[config.mk]
export PLATFORM = sky130hd
export DESIGN_NAME = xmem_req_arbiter_flat
export DESIGN_NICKNAME = d
export VERILOG_FILES = /design/src/rtl/xmem_req_arbiter_if.sv /design/src/rtl/xmem_req_arbiter.sv /design/src/flat_wrapper.sv
export SDC_FILE = /design/constraint.sdc
export NUM_CORES = 1
export LEC_CHECK = 0
export CAP_MARGIN = 20
export CORE_AREA = 4 4 128 130
export DETAILED_ROUTE_END_ITERATION = 16
export DIE_AREA = 0 0 132 134
export SLEW_MARGIN = 20
export SYNTH_ARGS = -nofsm -noshare
export SYNTH_HDL_FRONTEND = slang
export SYNTH_SLANG_ARGS = --single-unit
[constraint.sdc]
create_clock -name clk_i -period 3.6 [get_ports clk_i]
set_input_delay 0.72 -clock clk_i [delete_from_list [all_inputs] [get_ports clk_i]]
set_output_delay 0.72 -clock clk_i [all_outputs]
set_load 0.005 [all_outputs]
[src/rtl/xmem_req_arbiter_if.sv]
// Xmem requester-side and core-side signal bundle for xmem_req_arbiter.
// master = arbiter view, slave = environment (requesters + core) view.
package xmem_req_arbiter_pkg;
  typedef enum logic {MEM_READ = 1'b0, MEM_WRITE = 1'b1} mem_req_type_e;
endpackage

interface xmem_req_arbiter_if #(parameter int NumReq = 2);
  import xmem_req_arbiter_pkg::*;

  logic [NumReq-1:0]        req_valid_i, req_ready_o;
  logic [NumReq-1:0][31:0]  req_laddr_i, req_wdata_i;
  logic [NumReq-1:0][2:0]   req_width_i;
  mem_req_type_e [NumReq-1:0] req_type_i;
  logic [NumReq-1:0]        req_mode_i, req_spec_i, req_eot_i;
  logic [NumReq-1:0]        rsp_valid_o, rsp_ready_i;
  logic [31:0]              rsp_rdata_o;
  logic [4:0]               rsp_range_o;
  logic                     rsp_status_o;
  logic                     xmem_q_valid_o, xmem_q_ready_i;
  logic [31:0]              xmem_q_laddr_o, xmem_q_wdata_o;
  logic [2:0]               xmem_q_width_o;
  mem_req_type_e            xmem_q_req_type_o;
  logic                     xmem_q_mode_o, xmem_q_spec_o, xmem_q_endoftransaction_o;
  logic                     xmem_p_valid_i, xmem_p_ready_o;
  logic [31:0]              xmem_p_rdata_i;
  logic [4:0]               xmem_p_range_i;
  logic                     xmem_p_status_i;
  logic                     err_o;
  logic [31:0]              stall_cnt_o;

  modport master (
    input  req_valid_i, req_laddr_i, req_wdata_i, req_width_i, req_type_i,
           req_mode_i, req_spec_i, req_eot_i, rsp_ready_i, xmem_q_ready_i,
           xmem_p_valid_i, xmem_p_rdata_i, xmem_p_range_i, xmem_p_status_i,
    output req_ready_o, rsp_valid_o, rsp_rdata_o, rsp_range_o, rsp_status_o,
           xmem_q_valid_o, xmem_q_laddr_o, xmem_q_wdata_o, xmem_q_width_o,
           xmem_q_req_type_o, xmem_q_mode_o, xmem_q_spec_o,
           xmem_q_endoftransaction_o, xmem_p_ready_o, err_o, stall_cnt_o
  );

  modport slave (
    output req_valid_i, req_laddr_i, req_wdata_i, req_width_i, req_type_i,
           req_mode_i, req_spec_i, req_eot_i, rsp_ready_i, xmem_q_ready_i,
           xmem_p_valid_i, xmem_p_rdata_i, xmem_p_range_i, xmem_p_status_i,
    input  req_ready_o, rsp_valid_o, rsp_rdata_o, rsp_range_o, rsp_status_o,
           xmem_q_valid_o, xmem_q_laddr_o, xmem_q_wdata_o, xmem_q_width_o,
           xmem_q_req_type_o, xmem_q_mode_o, xmem_q_spec_o,
           xmem_q_endoftransaction_o, xmem_p_ready_o, err_o, stall_cnt_o
  );
endinterface

[src/rtl/xmem_req_arbiter.sv]
// Round-robin Xmem request arbiter with transaction lock and in-order response routing.
// Optional stall counter enabled by `define XMEM_REQ_ARB_PERF_EN.
module xmem_req_arbiter
  import xmem_req_arbiter_pkg::*;
#(
  parameter int NumReq         = 2,
  parameter int MaxOutstanding = 4
) (
  input  logic         clk_i,
  input  logic         rst_ni,
  xmem_req_arbiter_if.master bus
);
  localparam int IW = (NumReq > 1) ? $clog2(NumReq) : 1;
  localparam int AW = $clog2(MaxOutstanding);
  localparam logic [1:0] IDLE = 2'd0, HOLD = 2'd1, LOCKED = 2'd2;

  logic [1:0]    state;
  logic [IW-1:0] rr_ptr, lock_idx, arb_g, grant, next_g, head;
  logic          arb_found;
  logic [IW-1:0] fifo_mem [MaxOutstanding];
  logic [AW-1:0] wr_ptr, rd_ptr;
  logic [AW:0]   count;
  logic          full, empty, q_valid, hs, pop, p_ready;
  logic [NumReq-1:0] req_ready, rsp_valid;
  logic [IW:0]   idx;

  // First valid requester at or after rr_ptr, wrapping at NumReq.
  always_comb begin
    arb_g     = rr_ptr;
    arb_found = 1'b0;
    idx       = '0;
    for (int i = 0; i < NumReq; i++) begin
      idx = {1'b0, rr_ptr} + (IW+1)'(i);
      if (idx >= (IW+1)'(NumReq)) idx = idx - (IW+1)'(NumReq);
      if (!arb_found && bus.req_valid_i[idx[IW-1:0]]) begin
        arb_found = 1'b1;
        arb_g     = idx[IW-1:0];
      end
    end
  end

  assign grant   = (state == IDLE) ? arb_g : lock_idx;
  assign next_g  = (grant == IW'(NumReq - 1)) ? '0 : grant + 1'b1;
  assign full    = (count == (AW+1)'(MaxOutstanding));
  assign empty   = (count == '0);
  assign q_valid = bus.req_valid_i[grant] & ~full;
  assign hs      = q_valid & bus.xmem_q_ready_i;

  always_comb begin
    req_ready = '0;
    if (state != IDLE || arb_found) req_ready[grant] = bus.xmem_q_ready_i & ~full;
  end

  assign bus.req_ready_o               = req_ready;
  assign bus.xmem_q_valid_o            = q_valid;
  assign bus.xmem_q_laddr_o            = bus.req_laddr_i[grant];
  assign bus.xmem_q_wdata_o            = bus.req_wdata_i[grant];
  assign bus.xmem_q_width_o            = bus.req_width_i[grant];
  assign bus.xmem_q_req_type_o         = bus.req_type_i[grant];
  assign bus.xmem_q_mode_o             = bus.req_mode_i[grant];
  assign bus.xmem_q_spec_o             = bus.req_spec_i[grant];
  assign bus.xmem_q_endoftransaction_o = bus.req_eot_i[grant];

  always_ff @(posedge clk_i or negedge rst_ni) begin
    if (!rst_ni) begin
      state    <= IDLE;
      rr_ptr   <= '0;
      lock_idx <= '0;
    end else begin
      case (state)
        IDLE: begin
          if (hs && bus.req_eot_i[grant]) rr_ptr <= next_g;
          else if (q_valid) begin
            // Presented but not yet finished: pin the grant until eot is accepted.
            state    <= hs ? LOCKED : HOLD;
            lock_idx <= grant;
          end
        end
        HOLD, LOCKED: begin
          if (hs && bus.req_eot_i[grant]) begin
            state  <= IDLE;
            rr_ptr <= next_g;
          end else if (hs) state <= LOCKED;
        end
        default: state <= IDLE;
      endcase
    end
  end

  // Response side: head of the ID FIFO owns the response channel.
  assign head    = fifo_mem[rd_ptr];
  assign p_ready = bus.rsp_ready_i[head] & ~empty;
  assign pop     = bus.xmem_p_valid_i & p_ready;

  always_comb begin
    rsp_valid = '0;
    if (!empty) rsp_valid[head] = bus.xmem_p_valid_i;
  end

  assign bus.rsp_valid_o    = rsp_valid;
  assign bus.xmem_p_ready_o = p_ready;
  assign bus.rsp_rdata_o    = bus.xmem_p_rdata_i;
  assign bus.rsp_range_o    = bus.xmem_p_range_i;
  assign bus.rsp_status_o   = bus.xmem_p_status_i;

  always_ff @(posedge clk_i) begin
    if (hs) fifo_mem[wr_ptr] <= grant;
  end

  always_ff @(posedge clk_i or negedge rst_ni) begin
    if (!rst_ni) begin
      wr_ptr    <= '0;
      rd_ptr    <= '0;
      count     <= '0;
      bus.err_o <= 1'b0;
    end else begin
      if (hs)  wr_ptr <= wr_ptr + 1'b1;
      if (pop) rd_ptr <= rd_ptr + 1'b1;
      case ({hs, pop})
        2'b10:   count <= count + 1'b1;
        2'b01:   count <= count - 1'b1;
        default: ;
      endcase
      if (bus.xmem_p_valid_i && empty) bus.err_o <= 1'b1;
    end
  end

`ifdef XMEM_REQ_ARB_PERF_EN
  always_ff @(posedge clk_i or negedge rst_ni) begin
    if (!rst_ni) bus.stall_cnt_o <= '0;
    else if (|bus.req_valid_i && !hs && bus.stall_cnt_o != 32'hFFFF_FFFF)
      bus.stall_cnt_o <= bus.stall_cnt_o + 1'b1;
  end
`else
  assign bus.stall_cnt_o = '0;
`endif
endmodule
[src/flat_wrapper.sv]
// flat-port wrapper written by rule: the top's interface ports become plain ports
module xmem_req_arbiter_flat import xmem_req_arbiter_pkg::*;
#(
  parameter int NumReq         = 2,
  parameter int MaxOutstanding = 4
)
  (clk_i, rst_ni, bus_req_valid_i, bus_req_laddr_i, bus_req_wdata_i, bus_req_width_i, bus_req_type_i, bus_req_mode_i, bus_req_spec_i, bus_req_eot_i, bus_rsp_ready_i, bus_xmem_q_ready_i, bus_xmem_p_valid_i, bus_xmem_p_rdata_i, bus_xmem_p_range_i, bus_xmem_p_status_i, bus_req_ready_o, bus_rsp_valid_o, bus_rsp_rdata_o, bus_rsp_range_o, bus_rsp_status_o, bus_xmem_q_valid_o, bus_xmem_q_laddr_o, bus_xmem_q_wdata_o, bus_xmem_q_width_o, bus_xmem_q_req_type_o, bus_xmem_q_mode_o, bus_xmem_q_spec_o, bus_xmem_q_endoftransaction_o, bus_xmem_p_ready_o, bus_err_o, bus_stall_cnt_o);
  xmem_req_arbiter_if #(.NumReq(NumReq)) bus_i ();
  input  logic clk_i;
  input  logic rst_ni;
  input wire logic [$bits(bus_i.req_valid_i)-1:0] bus_req_valid_i;
  input wire logic [$bits(bus_i.req_laddr_i)-1:0] bus_req_laddr_i;
  input wire logic [$bits(bus_i.req_wdata_i)-1:0] bus_req_wdata_i;
  input wire logic [$bits(bus_i.req_width_i)-1:0] bus_req_width_i;
  input wire logic [$bits(bus_i.req_type_i)-1:0] bus_req_type_i;
  input wire logic [$bits(bus_i.req_mode_i)-1:0] bus_req_mode_i;
  input wire logic [$bits(bus_i.req_spec_i)-1:0] bus_req_spec_i;
  input wire logic [$bits(bus_i.req_eot_i)-1:0] bus_req_eot_i;
  input wire logic [$bits(bus_i.rsp_ready_i)-1:0] bus_rsp_ready_i;
  input wire logic [$bits(bus_i.xmem_q_ready_i)-1:0] bus_xmem_q_ready_i;
  input wire logic [$bits(bus_i.xmem_p_valid_i)-1:0] bus_xmem_p_valid_i;
  input wire logic [$bits(bus_i.xmem_p_rdata_i)-1:0] bus_xmem_p_rdata_i;
  input wire logic [$bits(bus_i.xmem_p_range_i)-1:0] bus_xmem_p_range_i;
  input wire logic [$bits(bus_i.xmem_p_status_i)-1:0] bus_xmem_p_status_i;
  output wire logic [$bits(bus_i.req_ready_o)-1:0] bus_req_ready_o;
  output wire logic [$bits(bus_i.rsp_valid_o)-1:0] bus_rsp_valid_o;
  output wire logic [$bits(bus_i.rsp_rdata_o)-1:0] bus_rsp_rdata_o;
  output wire logic [$bits(bus_i.rsp_range_o)-1:0] bus_rsp_range_o;
  output wire logic [$bits(bus_i.rsp_status_o)-1:0] bus_rsp_status_o;
  output wire logic [$bits(bus_i.xmem_q_valid_o)-1:0] bus_xmem_q_valid_o;
  output wire logic [$bits(bus_i.xmem_q_laddr_o)-1:0] bus_xmem_q_laddr_o;
  output wire logic [$bits(bus_i.xmem_q_wdata_o)-1:0] bus_xmem_q_wdata_o;
  output wire logic [$bits(bus_i.xmem_q_width_o)-1:0] bus_xmem_q_width_o;
  output wire logic [$bits(bus_i.xmem_q_req_type_o)-1:0] bus_xmem_q_req_type_o;
  output wire logic [$bits(bus_i.xmem_q_mode_o)-1:0] bus_xmem_q_mode_o;
  output wire logic [$bits(bus_i.xmem_q_spec_o)-1:0] bus_xmem_q_spec_o;
  output wire logic [$bits(bus_i.xmem_q_endoftransaction_o)-1:0] bus_xmem_q_endoftransaction_o;
  output wire logic [$bits(bus_i.xmem_p_ready_o)-1:0] bus_xmem_p_ready_o;
  output wire logic [$bits(bus_i.err_o)-1:0] bus_err_o;
  output wire logic [$bits(bus_i.stall_cnt_o)-1:0] bus_stall_cnt_o;
  assign bus_i.req_valid_i = bus_req_valid_i;
  assign bus_i.req_laddr_i = bus_req_laddr_i;
  assign bus_i.req_wdata_i = bus_req_wdata_i;
  assign bus_i.req_width_i = bus_req_width_i;
  assign bus_i.req_type_i = bus_req_type_i;
  assign bus_i.req_mode_i = bus_req_mode_i;
  assign bus_i.req_spec_i = bus_req_spec_i;
  assign bus_i.req_eot_i = bus_req_eot_i;
  assign bus_i.rsp_ready_i = bus_rsp_ready_i;
  assign bus_i.xmem_q_ready_i = bus_xmem_q_ready_i;
  assign bus_i.xmem_p_valid_i = bus_xmem_p_valid_i;
  assign bus_i.xmem_p_rdata_i = bus_xmem_p_rdata_i;
  assign bus_i.xmem_p_range_i = bus_xmem_p_range_i;
  assign bus_i.xmem_p_status_i = bus_xmem_p_status_i;
  assign bus_req_ready_o = bus_i.req_ready_o;
  assign bus_rsp_valid_o = bus_i.rsp_valid_o;
  assign bus_rsp_rdata_o = bus_i.rsp_rdata_o;
  assign bus_rsp_range_o = bus_i.rsp_range_o;
  assign bus_rsp_status_o = bus_i.rsp_status_o;
  assign bus_xmem_q_valid_o = bus_i.xmem_q_valid_o;
  assign bus_xmem_q_laddr_o = bus_i.xmem_q_laddr_o;
  assign bus_xmem_q_wdata_o = bus_i.xmem_q_wdata_o;
  assign bus_xmem_q_width_o = bus_i.xmem_q_width_o;
  assign bus_xmem_q_req_type_o = bus_i.xmem_q_req_type_o;
  assign bus_xmem_q_mode_o = bus_i.xmem_q_mode_o;
  assign bus_xmem_q_spec_o = bus_i.xmem_q_spec_o;
  assign bus_xmem_q_endoftransaction_o = bus_i.xmem_q_endoftransaction_o;
  assign bus_xmem_p_ready_o = bus_i.xmem_p_ready_o;
  assign bus_err_o = bus_i.err_o;
  assign bus_stall_cnt_o = bus_i.stall_cnt_o;
  xmem_req_arbiter #(.NumReq(NumReq), .MaxOutstanding(MaxOutstanding)) u_core (.clk_i(clk_i), .rst_ni(rst_ni), .bus(bus_i));
endmodule
# [Word-level counts from Yosys, hierarchy flattened]
# Memories as Yosys holds them, arrays and structs flattened.
# Index checks and enable logic that the tools add are counted.
[classes] n_addsub=8 magnitude_cmp=8 n_eq_ne=8 muxes=45 bitwise=10 n_reduce_logical=16
[op_table] op="32-bit 2-to-1 mux" count=4
[op_table] op="1-bit 2-to-1 mux" count=28
[op_table] op="2-bit 2-to-1 mux" count=7
[op_table] op="1-bit by 2-bit less-than comparator with 1-bit output (second input constant)" count=4
[op_table] op="3-bit 2-to-1 mux" count=2
[op_table] op="3-bit case mux with 2 select lines" count=1
[op_table] op="3-bit AND reduction" count=2
[op_table] op="1-bit bitwise AND" count=5
[op_table] op="1-bit logical AND" count=5
[op_table] op="2-bit by 1-bit adder with 2-bit output (second input constant)" count=2
[op_table] op="2-bit bitwise AND" count=2
[op_table] op="2-bit by 1-bit == test with 1-bit output (second input constant)" count=2
[op_table] op="2-bit == test (second input constant)" count=2
[op_table] op="2-bit case mux with 2 select lines" count=1
[op_table] op="2-bit nonzero test" count=2
[op_table] op="3-bit by 1-bit adder with 3-bit output (second input constant)" count=1
[op_table] op="3-bit == test (second input constant)" count=1
[op_table] op="3-bit zero test" count=1
[op_table] op="3-bit by 1-bit != test with 1-bit output (second input constant)" count=1
[op_table] op="1-bit inverter" count=3
[op_table] op="3-bit OR reduction" count=1
[op_table] op="3-bit by 1-bit subtractor with 3-bit output (second input constant)" count=1
[op_table] op="1-bit by 1-bit adder with 2-bit output (second input constant)" count=1
[op_table] op="1-bit demux with 1-bit select" count=2
[op_table] op="12 further kinds" count=14
[word_totals] register_bits=12 ram_bits=4 input_bits=188 output_inout_bits=148 wordCells=103 mem_count=1
[memory_table] name="u_core.fifo_mem" words=4 word_bits=1 read_ports=1 rd_clocked_by_memory_dff=0 wr=1 line_no="xmem_req_arbiter.sv:20" rtl="logic [IW-1:0] fifo_mem [MaxOutstanding];"

# [Depth between registers and ports, before layout]
# Gate-level depths: netlist of the first run.
[logic_depth] depth_word=17 ltp_mapped=13

# [Least setup slack after synthesis of the first run]
# No wires, ideal clock.
[synth_timing] kind="input to output" start="input port bus_req_valid_i[1]" end="output port bus_xmem_q_laddr_o[0]" arrival_ns=2.130 required_time_ns=2.880 path_slack_ns=0.750 cell_stages=5 path_cell_list="nand2b_1 a21o_1 mux2i_1 buf_2 mux2_2"
[synth_between] elab_chain_cells=9
[synth_lines] element="from (decl)" line_no="flat_wrapper.sv:11" rtl="input wire logic [$bits(bus_i.req_valid_i)-1:0] bus_req_valid_i;"
[synth_lines] element="1-bit 2-to-1 mux (implied by the code) (2 in a row)" line_no="xmem_req_arbiter.sv:35" rtl="if (!arb_found && bus.req_valid_i[idx[IW-1:0]]) begin"
[synth_lines] element="1-bit 2-to-1 mux" line_no="xmem_req_arbiter.sv:35"
[synth_lines] element="1-bit zero test" line_no="xmem_req_arbiter.sv:35"
[synth_lines] element="1-bit logical AND" line_no="xmem_req_arbiter.sv:35"
[synth_lines] element="1-bit 2-to-1 mux (*)" line_no="xmem_req_arbiter.sv:35"
[synth_lines] element="1-bit 2-to-1 mux (*)" line_no="xmem_req_arbiter.sv:42" rtl="assign grant = (state == IDLE) ? arb_g : lock_idx;"
[synth_lines] element="32-bit 2-to-1 mux (implied by the code) (*) (2 in a row)" line_no="xmem_req_arbiter.sv:56" rtl="assign bus.xmem_q_laddr_o = bus.req_laddr_i[grant];"
[synth_lines] element="to (decl)" line_no="flat_wrapper.sv:31" rtl="output wire logic [$bits(bus_i.xmem_q_laddr_o)-1:0] bus_xmem_q_laddr_o;"
# Every way passes the cells marked *; elsewhere a longest branch is shown, timed or not. The select of a mux whose other input is x is not followed.

# [Final worst setup path of the first run]
[layout_timing] start="input port bus_req_valid_i[1]" end="output port bus_xmem_q_wdata_o[8]"
[layout_between] elab_chain_cells=9
[layout_lines] element="1-bit 2-to-1 mux (implied by the code) (2 in a row)" line_no="xmem_req_arbiter.sv:35"
[layout_lines] element="1-bit 2-to-1 mux" line_no="xmem_req_arbiter.sv:35"
[layout_lines] element="1-bit zero test" line_no="xmem_req_arbiter.sv:35"
[layout_lines] element="1-bit logical AND" line_no="xmem_req_arbiter.sv:35"
[layout_lines] element="1-bit 2-to-1 mux (*)" line_no="xmem_req_arbiter.sv:35"
[layout_lines] element="1-bit 2-to-1 mux (*)" line_no="xmem_req_arbiter.sv:42"
[layout_lines] element="32-bit 2-to-1 mux (implied by the code) (*) (2 in a row)" line_no="xmem_req_arbiter.sv:57" rtl="assign bus.xmem_q_wdata_o = bus.req_wdata_i[grant];"
[layout_lines] element="to (decl)" line_no="flat_wrapper.sv:32" rtl="output wire logic [$bits(bus_i.xmem_q_wdata_o)-1:0] bus_xmem_q_wdata_o;"
# Marks and branches as above.

==> flow_summary.yaml, run 1 <==
sta:
  fmax_ghz: 0.283
  final.period_utilization_pct: 98.1
  timing.final.hold_violations: 0
  final-setup-viol-count: 0
  tightestPinTransition_ps: 587
  finalCriticalPeriod_ps: 3530
  clock_skew_ps: 2.62
  worst_slew_margin_rel_pct: 60.7
  finalWorstSetupSlack_ps: 69.9
  rsz_0062_raised_after_global_routing: "yes"
  final_max_slew_viol_count: 0
setup_path:
  data_required_time_at_the_worst_endpoint_ps: 2880
  cpMaxStageDelayCell: "sky130_fd_sc_hd__clkdlybuf4s50_1"
  largest_fanout_of_any_net_on_the_critical_path: 19
  crit_path_cell_trace: "clkdlybuf4s50_1 > nand2b_4 > a21o_1 > mux2i_4 > buf_12 > buf_12 > mux2_2 > clkdlybuf4s50_1"
  cp.arrival_ps: 2810
  capturing_element_type_of_the_critical_path: "output port"
  worstSetupPathType: "in2out"
  critical_path.n_buffers_inverters: 4
  setup.worst_path.start_class: "input pin"
  crit_path_max_incr_delay_ps: 470
  critPathTopFamily: "buffers and inverters"
clock_tree:
  numCtsBuffers: 3
  max-clock-path-buffers: 2
  cts_tree: "done"
  path_clk_slew_ps: 50
  cts_sinks: 16
  clk-insertion-delay-late_ps: 240
  cts-htree-levels: 1
  cts_root_buf: "sky130_fd_sc_hd__clkbuf_16"
  ctsHoldBuffers: 0
cells_and_area:
  flow.area_growth_from_synthesis_pct: 102
  mostFrequentLayoutCell: "sky130_fd_sc_hd__clkdlybuf4s50_1"
  layout.cells.most_common_list: "183 x sky130_fd_sc_hd__clkdlybuf4s50_1, 67 x sky130_fd_sc_hd__mux2_2, 32 x sky130_fd_sc_hd__conb_1, 31 x sky130_fd_sc_hd__dlymetal6s2s_1, 13 x sky130_fd_sc_hd__dlygate4sd2_1"
  finish.net_count: 641
  layout-drive-gt1-share_pct: 20.0
  num_antenna_cells: 0
placement:
  place.gp.congestion: 0.805
  dp.final_hpwl_mm: 9.54
  place.port_buffers: 227
  place_worst_setup_slack_ps: -86.0
synthesis:
  synth-seq-area-share_pct: 17.8
  post_synth.cell_area_avg_um2: 9.54
  yosysTopAreaCellShare_pct: 31.9
  synth_enable_flop_cells: 4
  yosysTopAreaCell: "sky130_fd_sc_hd__mux2_2"
  synthArstFlopShare_pct: 75.0
  synth-seq-cells: 16
  post_synth_inst_count: 248
  synth_cell_types: 35
  netlist_top_cells_area: "sky130_fd_sc_hd__mux2_2 32%, sky130_fd_sc_hd__buf_4 22%, sky130_fd_sc_hd__dfrtp_1 13%, sky130_fd_sc_hd__edfxtp_1 5.1%, sky130_fd_sc_hd__ha_1 3.7%"
  mappedNetlistArea_um2: 2360
  dominantRegCellSynth: "sky130_fd_sc_hd__dfrtp_1"
  synth-warning-count: 0
global_routing:
  globalRouteTotalUtil_pct: 11.2
  global_route_wire_length_before_repair_mm: 15.6
  grt_start_max_net_pins: 21
  antenna_found_initial: 0
  vias_in_the_first_global_route: 2682
  globalRouteOverflowTotal: 0
floorplan:
  die_width_um: 132
  design.portCount: 336
  die_height_um: 134
  num_rows: 45
  start_util_pct: 15.6
  core_um2: 15100
  die_area_um2: 17700
power_and_ir_drop:
  overall_power_after_layout_w: 0.00296
  ir_drop_v: 0.000264
  leakagePower_nw: 2.20
  p_per_area_nw_per_um2: 620
worst_hold_path:
  worstHoldPathType: "reg2reg"
route:
  drc: 0
  drt-pass1-iter-count: 5
  antenna_violating_nets_post_route: 0
  initialDrtViolationCount: 71
  via_per_inst: 3.79
  vias: 2394
  totalWireLength_mm: 11.0
  routed_wire_length_per_instance_um: 17.3
outcome:
  outcome: "completed"
run:
  maxCapViolations: 0
## metrics by stage
stage / TNS [ps] / util, % / area, µm² / hold WS, ps / instances
2_1_floorplan: 0 / - / 2480 / 424 / 279
3_3_place_gp: -554 / 29.8 / 4510 / 445 / 624
3_5_place_dp: -815 / 29.8 / 4510 / 452 / 624
4_1_cts: -2.17 / 30.9 / 4680 / 463 / 632
5_1_grt: -26.4 / 31.5 / 4780 / 490 / 632
6_report: 0 / 31.5 / 4780 / 463 / 632
## worst reg2reg max path, stage by stage, from the launching register on
cell,delay [ps]
sky130_fd_sc_hd__dfrtp_1,420
sky130_fd_sc_hd__inv_1,90
sky130_fd_sc_hd__ha_1,390
sky130_fd_sc_hd__inv_1,140
sky130_fd_sc_hd__a211oi_2,410
sky130_fd_sc_hd__and2_1,290
sky130_fd_sc_hd__inv_2,70
sky130_fd_sc_hd__ha_1,200
sky130_fd_sc_hd__inv_1,80
sky130_fd_sc_hd__fa_1,410
sky130_fd_sc_hd__o21ai_0,180
## registers in the layout, indices dropped and copies added (netlist names)
signal	cells
u_core.bus.err_o	1
u_core.count	3
u_core.fifo_mem	4
u_core.lock_idx	1
u_core.rd_ptr	2
u_core.rr_ptr	1
u_core.state	2
u_core.wr_ptr	2
## final cells by class
| cell class | count | area, µm² |
|---|---|---|
| flip-flops and latches | 16 | 420 |
| repair buffers | 240 | 2530 |
| clock buffers | 3 | 75.1 |
| inverters | 10 | 37.5 |
| well taps | 188 | 235 |
| clock inverters | 1 | 3.75 |
| multi-input cells | 174 | 1480 |
| fillers | 1550 | 10400 |
## worst paths after layout
check / to / from / slack [ps] / depth (start not counted)
max: bus_xmem_q_wdata_o[8] / bus_req_valid_i[1] / 70 / 8
min: u_core.bus.err_o$_DFFE_PN0P_ / u_core.bus.err_o$_DFFE_PN0P_ / 460 / 1
max reg2reg: u_core.count[1]$_DFFE_PN0P_ / u_core.state[1]$_DFFE_PN0P_ / 840 / 10
min reg2reg: u_core.bus.err_o$_DFFE_PN0P_ / u_core.bus.err_o$_DFFE_PN0P_ / 460 / 1
max in group asynchronous: u_core.rd_ptr[1]$_DFFE_PN0P_ / rst_ni / 2360 / 1
min in group asynchronous: u_core.wr_ptr[1]$_DFFE_PN0P_ / rst_ni / 850 / 1
## synthesized netlist by cell type, drive strengths merged, types with 4 or more instances
cell type / number
edfxtp: 4
inv: 10
dfrtp: 12
buf: 79
nand2: 4
mux2i: 8
o21ai: 4
ha: 7
nor2: 9
nor2b: 4
xor2: 4
and3: 4
mux2: 72
## layer usage
layer / vias up / track usage (%) / wire length (µm)
met4: 0 / 0.583 / 29
met1: 1104 / 13.9 / 4500
met2: 133 / 19.4 / 5440
li1: 1149 / - / -
met5: - / 0 / 0
met3: 8 / 4.46 / 981
## what timing repair did
action,in CTS,in global routing
gates cloned,2,0
pin swaps,1,0
resized for setup,17,37
setup endpoints to repair,41,43
hold endpoints to repair,0,0
buffers inserted,2,0
## kinds of logic (layout without fill, tap and decap cells)
group | count (synthesis) | in the layout | share of synthesized area [%]
other cells | 1 | 32 | 0.159
flops | 16 | 16 | 17.8
xor+xnor | 6 | 6 | 2.22
compound gates | 15 | 15 | 4.60
simple gates | 33 | 33 | 7.35
fa+ha+maj | 8 | 8 | 4.55
mux | 80 | 80 | 37.7
buf+inv | 89 | 254 | 25.7
## where the power goes
group          switching [W]  leakage (nW)  internal (W)
sequential         0.0000760         0.178      0.000273
clock              0.0000669        0.0385      0.000147
combinational       0.000905          1.98       0.00149
Note: power is estimated with default switching activity, not from simulation.
==> run 2, diff against run 1 <==
--- a/config.mk
+++ b/config.mk
@@ -6,9 +6,9 @@
 export NUM_CORES = 1
 export LEC_CHECK = 0
 export CAP_MARGIN = 20
-export CORE_AREA = 4 4 128 130
+export CORE_AREA = 2 2 129 131
 export DETAILED_ROUTE_END_ITERATION = 16
-export DIE_AREA = 0 0 132 134
+export DIE_AREA = 0 0 131 133
 export SLEW_MARGIN = 20
 export SYNTH_ARGS = -nofsm -noshare
 export SYNTH_HDL_FRONTEND = slang
==> run 2 against run 1 <==
Net effect: flip-flop and latch count is the same; routed wire length up 2.8%; combinational power up 5%; critical path depth shrank 1; maximum frequency increased by 5.4%; cell area up 1.2%; global-route usage up 0.46 points; register-to-register slack is essentially flat; core utilization fell by 1.7 points; highest routed layer unchanged.
==> flow_summary.yaml, run 2 (synthesis gave the netlist of run 1 again) <==
power_and_ir_drop:
  p_per_area_nw_per_um2: 641
  overall_power_after_layout_w: 0.00310
  leakagePower_nw: 2.02
  ir_drop_v: 0.000236
clock_tree:
  path_clk_slew_ps: 50
  numCtsBuffers: 3
  clk-insertion-delay-late_ps: 250
  cts-htree-levels: 1
  cts_tree: "done"
  max-clock-path-buffers: 2
  cts_root_buf: "sky130_fd_sc_hd__clkbuf_16"
  cts_sinks: 16
placement:
  place.detailed.instances: 654
  place.port_buffers: 227
  place_worst_setup_slack_ps: -48.5
  dp.final_hpwl_mm: 9.37
  place.gp.congestion: 0.790
route:
  antenna_violating_nets_post_route: 0
  routed_wire_length_per_instance_um: 16.9
  totalWireLength_mm: 11.3
  drc: 0
  vias: 2428
  via_per_inst: 3.64
  initialDrtViolationCount: 29
  drt-pass1-iter-count: 3
setup_path:
  largest_fanout_of_any_net_on_the_critical_path: 11
  worstRegToRegCells: 12
  crit-reg2reg-launch: "u_core.state[0]$_DFFE_PN0P_"
  capturing_element_type_of_the_critical_path: "output port"
  cp.arrival_ps: 2630
  r2r-end: "u_core.count[2]$_DFFE_PN0P_"
  data_required_time_at_the_worst_endpoint_ps: 2880
  setup.worst_path.start_class: "register"
  worstSetupPathType: "reg2out"
  ff2ff_setup_slack_ps: 830
global_routing:
  globalRouteTotalUtil_pct: 11.7
  antenna_found_initial: 0
  globalRouteOverflowTotal: 0
  vias_in_the_first_global_route: 2674
  global_route_wire_length_before_repair_mm: 15.4
  grt_start_max_net_pins: 30
run:
  maxCapViolations: 0
floorplan:
  start_util_pct: 14.6
  die_height_um: 133
  design.portCount: 336
  num_rows: 47
  core_um2: 16200
  die_width_um: 131
  die_area_um2: 17400
sta:
  final.period_utilization_pct: 93.1
  setup_total_negative_slack_ps: 0
  rsz_0062_raised_after_global_routing: "no"
  worst_slew_margin_rel_pct: 59.8
  timing.final.hold_violations: 0
  finalWorstSetupSlack_ps: 250
  tightestPinTransition_ps: 601
  finalCriticalPeriod_ps: 3350
  clock_skew_ps: 3.24
  final_max_slew_viol_count: 0
  fmax_ghz: 0.298
  final-setup-viol-count: 0
cells_and_area:
  final_core_utilization_pct: 29.9
  flow.area_growth_from_synthesis_pct: 104
  flip_flop_count_of_the_largest_register_after_layout: 4
  finish.net_count: 644
  layout-drive-gt1-share_pct: 20.4
  largest_register: "u_core.fifo_mem"
  mostFrequentLayoutCell: "sky130_fd_sc_hd__clkdlybuf4s50_1"
  num_antenna_cells: 0
  leading_registers_by_flop_count: "u_core.fifo_mem (4), u_core.count (3)"
  layout.cells.most_common_list: "200 x sky130_fd_sc_hd__clkdlybuf4s50_1, 66 x sky130_fd_sc_hd__mux2_2, 32 x sky130_fd_sc_hd__conb_1, 20 x sky130_fd_sc_hd__dlygate4sd2_1, 12 x sky130_fd_sc_hd__dfrtp_1"
  instances_no_fill: 667
worst_hold_path:
  min-delay-start: "u_core.bus.err_o$_DFFE_PN0P_"
  worstHoldPathType: "reg2reg"
  timing.hold.worst_endpoint: "u_core.bus.err_o$_DFFE_PN0P_"
  number_of_cells_on_the_worst_hold_path: 1
outcome:
  outcome: "completed"
-- run 2: metrics by stage --
stage | area (µm²) | hold slack (ps)
floorplan | 2480 | 424
global placement | 4550 | 440
detailed placement | 4550 | 457
CTS | 4670 | 465
global route | 4830 | 484
finish | 4830 | 459
-- run 2: metal layers --
layer | vias up | track usage [%] | wire length (µm)
met2 | 157 | 20.8 | 5800
met5 | - | 0 | 0
li1 | 1154 | - | -
met1 | 1107 | 12.4 | 4140
met3 | 10 | 5.42 | 1100
met4 | 0 | 2.78 | 227
-- run 2: critical path: stages (launching register included) --
cell	delay (ps)
sky130_fd_sc_hd__dfrtp_1	400
sky130_fd_sc_hd__inv_1	90
sky130_fd_sc_hd__ha_1	400
sky130_fd_sc_hd__mux2i_4	350
sky130_fd_sc_hd__buf_12	180
sky130_fd_sc_hd__clkbuf_16	170
sky130_fd_sc_hd__mux2_2	330
sky130_fd_sc_hd__clkdlybuf4s50_1	460
-- run 2: worst max-delay path by stage --
stage | start | end | slack, ps | depth (start not counted)
global placement | bus_req_valid_i[1] | bus_xmem_q_wdata_o[24] | -20 | 7
floorplan | bus_req_valid_i[1] | bus_xmem_q_laddr_o[0] | 750 | 5
finish | u_core.state[0]$_DFFE_PN0P_ | bus_xmem_q_laddr_o[8] | 250 | 7
detailed placement | bus_req_valid_i[1] | bus_xmem_q_wdata_o[13] | -50 | 7
global route | u_core.state[0]$_DFFE_PN0P_ | bus_xmem_q_laddr_o[26] | 180 | 7
CTS | bus_req_valid_i[1] | bus_xmem_q_width_o[1] | -50 | 8
-- run 2: layout make-up --
| class | instances | area [µm²] |
|---|---|---|
| sequential | 16 | 420 |
| tap | 220 | 275 |
| fill | 1681 | 11300 |
| timing repair buffer | 243 | 2530 |
| clock buffer | 3 | 75.1 |
| clock inverter | 1 | 3.75 |
| multi-input combinational | 174 | 1490 |
| inverter | 10 | 37.5 |
-- run 2: what timing repair did --
item / CTS / global route
pin swaps: 0 / 0
setup buffers: 1 / 3
cloned: 1 / 4
gates resized for setup: 22 / 12
hold buffers: 0 / 0
setup endpoints to repair: 43 / 52
-- run 2: report_power, final --
part,total [W],internal (W),switching [W]
registers,0.000347,0.000273,0.0000739
clock network,0.000217,0.000147,0.0000694
logic,0.00253,0.00158,0.000955
total,0.00310,0.00200,0.00110
